**src/rtl/regfile_wb_sched.sv**
```systemverilog
// Writeback scheduler for the 32x32 register file: round-robin arbitration of NREQ
// result producers onto one registered write port, plus a busy scoreboard for issue.
module regfile_wb_sched #(
    parameter int NREQ = 3,
    parameter int XLEN = 32
) (
    input  logic                   clk,
    input  logic                   rst,
    input  logic                   issue_valid,
    input  logic [4:0]             issue_rs1,
    input  logic [4:0]             issue_rs2,
    input  logic [4:0]             issue_rd,
    input  logic                   issue_wr,
    output logic                   issue_stall,
    input  logic [NREQ-1:0]        req_valid,
    input  logic [NREQ*5-1:0]      req_rd,
    input  logic [NREQ*XLEN-1:0]   req_data,
    output logic [NREQ-1:0]        req_ready,
    output logic                   rf_we,
    output logic [4:0]             rf_rd,
    output logic [XLEN-1:0]        rf_wdata,
    output logic [31:0]            busy_mask,
    output logic                   err_spurious
);
    localparam int LW = (NREQ > 1) ? $clog2(NREQ) : 1;

    logic [LW-1:0]   last_q, last_d;
    logic [31:0]     busy_q, busy_d;
    logic            rf_we_q, rf_we_d;
    logic [4:0]      rf_rd_q, rf_rd_d;
    logic [XLEN-1:0] rf_wdata_q, rf_wdata_d;
    logic            err_q, err_d;

    logic [31:0]     busy_eff;
    logic [NREQ-1:0] grant_vec;
    logic [LW-1:0]   grant_idx;
    logic [LW-1:0]   cand;
    logic            transfer;
    logic            issue_fire;
    logic [4:0]      g_rd;
    logic [XLEN-1:0] g_data;

    // x0 is never tracked, so its bit reads as zero regardless of state.
    assign busy_eff = {busy_q[31:1], 1'b0};

    assign issue_stall = issue_valid & (rst | busy_eff[issue_rs1] | busy_eff[issue_rs2]
                                       | (issue_wr & busy_eff[issue_rd]));
    assign issue_fire  = issue_valid & ~issue_stall;

    // Round-robin: scan from last+1 upward, wrapping; first valid requester wins.
    // NOTE: every always_comb output gets a default first so no path can infer a latch.
    always_comb begin
        grant_vec = '0;
        grant_idx = '0;
        cand      = '0;
        transfer  = 1'b0;
        for (int k = 1; k <= NREQ; k++) begin
            cand = LW'((int'(last_q) + k) % NREQ);
            if (!transfer && req_valid[cand]) begin
                transfer        = 1'b1;
                grant_idx       = cand;
                grant_vec[cand] = 1'b1;
            end
        end
        if (rst) begin
            grant_vec = '0;
            transfer  = 1'b0;
        end
    end

    assign req_ready = grant_vec;
    assign g_rd      = req_rd[5*int'(grant_idx) +: 5];
    assign g_data    = req_data[XLEN*int'(grant_idx) +: XLEN];

    always_comb begin
        last_d     = transfer ? grant_idx : last_q;
        rf_we_d    = transfer && (g_rd != 5'd0);
        rf_rd_d    = transfer ? g_rd : rf_rd_q;
        rf_wdata_d = transfer ? g_data : rf_wdata_q;
        err_d      = err_q | (transfer && (g_rd != 5'd0) && !busy_eff[g_rd]);

        // Clear first, then set: a same-edge set of the same register must win.
        busy_d = busy_q;
        if (rf_we_q)
            busy_d[rf_rd_q] = 1'b0;
        if (issue_fire && issue_wr && (issue_rd != 5'd0))
            busy_d[issue_rd] = 1'b1;
        busy_d[0] = 1'b0;
    end

    // NOTE: state registers use non-blocking assignments so all flops update together.
    always_ff @(posedge clk) begin
        if (rst) begin
            last_q     <= LW'(NREQ - 1);
            busy_q     <= '0;
            rf_we_q    <= 1'b0;
            rf_rd_q    <= '0;
            rf_wdata_q <= '0;
            err_q      <= 1'b0;
        end else begin
            last_q     <= last_d;
            busy_q     <= busy_d;
            rf_we_q    <= rf_we_d;
            rf_rd_q    <= rf_rd_d;
            rf_wdata_q <= rf_wdata_d;
            err_q      <= err_d;
        end
    end

    assign rf_we        = rf_we_q;
    assign rf_rd        = rf_rd_q;
    assign rf_wdata     = rf_wdata_q;
    assign busy_mask    = busy_q;
    assign err_spurious = err_q;

endmodule

```
**config.mk**
```make
export PLATFORM = sky130hd
export DESIGN_NAME = regfile_wb_sched
export DESIGN_NICKNAME = d
export VERILOG_FILES = /design/src/rtl/regfile_wb_sched.sv
export SDC_FILE = /design/constraint.sdc
export NUM_CORES = 1
export LEC_CHECK = 0
export ABC_AREA = 0
export CAP_MARGIN = 20
export CORE_MARGIN = 4
export CORE_UTILIZATION = 40
export DETAILED_ROUTE_END_ITERATION = 10
export HOLD_SLACK_MARGIN = 0.02
export PLACE_DENSITY = 0.75
export SLEW_MARGIN = 20
export SYNTH_ARGS = -nofsm -noshare
export SYNTH_HDL_FRONTEND = slang
export SYNTH_SLANG_ARGS = --single-unit
```
**constraint.sdc**
```tcl
create_clock -name clk -period 3 [get_ports clk]
set_input_delay 0.75 -clock clk [delete_from_list [all_inputs] [get_ports clk]]
set_output_delay 0.75 -clock clk [all_outputs]
set_load 0.02 [all_outputs]
```
==> metrics <==
critical path required time=2.25 ns; outcome=finished, violations left; synthesized area=0.00514 mm2; largest net degree at the start of global routing=67; setup slack after layout=-0.234 ns; core area=0.0126 mm2; gr ovfl total=0; CTS H-tree depth=3; cell mode on critical path=buf_6; Placed Cells=1,039; setup tns final=-0.324 ns; Post-Synth XOR/XNOR Area=0%; Final Instance Count excl. Fillers=1,065; Nets=1,028; DIE WIDTH=121 um; element type at the critical path end=output port; PwrDens=856 mW/mm2; family with the most delay on the worst path=compound AO/OA/AOI/OAI gates; commonest cells after routing, fill and taps aside=187 x clkdlybuf4s50_1, 108 x buf_4, 88 x nor2_1, 70 x dfxtp_1, 56 x a21oi_1; clock slew at reported path FFs=0.05 ns; CTS tree=yes; clk_lat worst skew=0.33 ns; total track usage=27.2%; final setup skew=0.00504 ns; die height=121 um; Worst Path Arrival=2.48 ns; max-cap viol count=0; RSZ-0062 raised after global routing=yes; min cycle time layout=3.23 ns; violated checks=negative setup slack; Synth warnings=0; CTS max path bufs=2; first-pass GRT wire length=31.8 mm; post-route ant nets=0; hold depth=2; Crit Path Max Fanout=6; Final Hold Fails=0; R2R cell count=14; First-pass DRT Iterations=5; detailed-route DRC error count=0; Worst slew margin=57.8%; IO Pins=208; ordered cell list for the critical path=buf_12 -> buf_6 -> mux4_2 -> a22o_1 -> o31ai_2 -> nand4b_1 -> and2_4 -> buf_6; filler instances=1,001; ys flop type=dfxtp_1; Reg2Reg Setup Slack=-0.09 ns; Startpoint Class=input port; port bufs=206; CTS buffer count=9; Clock Root Buffer=clkbuf_16; Peak VDD IR=0.000430 V; P_leak=3.46 nW; FF+latch count, synth=72; Synth Area in Compound Gates=23.9%; actual transition at the worst max-transition pin=0.633 ns; min-delay src=rf_wdata[27]; period utilization=108%; CTS sink count=72; CP bufs+invs=3; type of the worst min-delay path=reg2reg; post-synthesis sequential area ratio=28.0%; crit path kind=in2out; WL/cell=19.5 um; EDFF count, synth=0; DIE AREA=0.0147 mm2; Row Count=41; Worst R2R End=err_spurious; vias in the first global route=6,185; asr flop ratio synth=0%; Peak Freq=0.309 GHz; mux contribution to synthesized area=23.2%; initial antenna violation count=0; Yosys cell types=61; syn_area_per_cell=8.50 um2; simple-gate area share of the yosys netlist=18.1%; leading cell type in the layout, fill and taps excluded=clkdlybuf4s50_1; Routed WL=20.8 mm; Pwr Total=7.35 mW; placer congestion estimate=1.03; Critical Path Max Stage Delay=0.50 ns; Initial DRC Count=665; reg2reg start=last_q[0]; Core Util, Final=68.1%; syn nets=742; vias=6,104; CP max-delay cell=mux4_2; share of cells above drive strength 1=26.0%; synthesis-to-finish area growth=67.1%; DR vias/cell=5.73; Post-DP HPWL=15.5 mm; Slew Viols, Final=0; diode count=0; Setup Viol. Count Final=2; Hold Path Sink=rf_wdata[27]; main combinational cell family by area after synthesis=compound AO/OA/AOI/OAI gates; Starting Density=40.7%; cells after synthesis=605; Place WS=-1.14 ns; share of synthesized cell area in full adder, half adder and majority cells=0.974%
[worst register-to-register path, stage by stage, from the launching register on]
cell	delay (ns)
dfxtp_2	0.33
buf_4	0.13
ha_4	0.18
mux2i_4	0.27
o21ai_4	0.12
o31a_1	0.36
buf_4	0.16
buf_4	0.13
nor4_4	0.31
or3_4	0.29
buf_4	0.14
a21oi_1	0.05
a211o_1	0.27
o211ai_1	0.09
o2111ai_1	0.12
[registers in the layout, indices dropped and copies added, names as in the netlist]
name / cells
rf_wdata: 32
busy_mask: 31
rf_rd: 5
last_q: 2
err_spurious: 1
rf_we: 1
[timing repair]
item | 4_1_cts | 5_1_grt
pin swaps | 23 | 11
endpoints found under the setup margin | 69 | 40
hold buffers | 0 | 0
gates resized for setup | 98 | 38
cloned | 1 | 0
setup buffers | 16 | 3
[report_power, final]
group | switching [mW] | total, mW | internal [mW]
Sequential | 0.189 | 1.38 | 1.19
Clock | 0.369 | 0.912 | 0.542
Combinational | 2.67 | 5.06 | 2.39
[cell type report]
type | instances | area [um2] | area share [%]
clock inverter | 2 | 10.0 | 0.117
timing repair buffer | 325 | 2980 | 34.7
inverter | 8 | 30.0 | 0.350
clock buffer | 11 | 233 | 2.71
sequential | 72 | 1440 | 16.8
multi-input combinational | 475 | 3670 | 42.8
tap | 172 | 215 | 2.51
[cell usage after synthesis, types with 3 or more instances]
library cell	instances	share of area [%]
o21ai_0	34	3.3
a21oi_1	61	5.9
o31a_1	3	0.51
buf_6	7	1.5
mux2_4	3	0.88
dfxtp_1	72	28
nor3b_1	3	0.44
o211ai_1	7	1.0
inv_1	8	0.58
nand2b_1	4	0.49
mux2i_1	50	9.7
a211oi_1	37	5.4
nand3_1	9	0.88
mux4_2	24	11
a211o_1	3	0.51
buf_2	9	0.88
a22o_1	3	0.51
clkbuf_1	30	2.2
nand3b_1	11	1.6
o2111ai_1	3	0.51
o21a_1	11	1.6
and2_1	6	0.73
buf_1	4	0.29
nor2b_1	3	0.37
nor2_1	89	6.5
mux2_2	4	0.88
ha_1	4	0.97
nor3_1	6	0.58
o31ai_1	5	0.73
nand2_1	48	3.5
[how the worst max path moves through the flow]
| stage | slack, ns | cells after the start | endpoint | startpoint |
|---|---|---|---|---|
| finish | -0.23 | 8 | issue_stall | issue_rd[0] |
| detailed placement | -1.14 | 9 | issue_stall | issue_rd[0] |
| global placement | -1.08 | 8 | issue_stall | issue_rs2[0] |
| floorplan | -0.02 | 6 | issue_stall | issue_rs2[0] |
| CTS | -0.27 | 9 | issue_stall | issue_rd[0] |
| global route | -0.24 | 8 | issue_stall | issue_rd[0] |
[per-stage QoR]
stage | area, um2 | hold slack [ns]
floorplan | 5210 | 0.473
global placement | 8050 | 0.468
detailed placement | 8050 | 0.478
CTS | 8560 | 0.496
global route | 8590 | 0.528
finish | 8590 | 0.494
[per-layer routing]
metal	vias to the layer above	global-route usage [%]	wire length [um]
li1	2814	-	-
met1	2776	32.7	7710
met2	432	45.6	9920
met3	82	6.39	2060
met4	0	13.0	1080
met5	-	0	0
[logic make-up (layout without fill, tap and decap cells)]
| group | Yosys count | count (layout) |
|---|---|---|
| other | 1 | 1 |
| buffers and inverters | 59 | 346 |
| AO/OA/AOI/OAI | 187 | 187 |
| flip-flops | 72 | 72 |
| multiplexers | 85 | 85 |
| adder cells (fa/ha/maj) | 4 | 4 |
| AND/OR/NAND/NOR | 197 | 198 |
(Power assumes the default switching activity.)
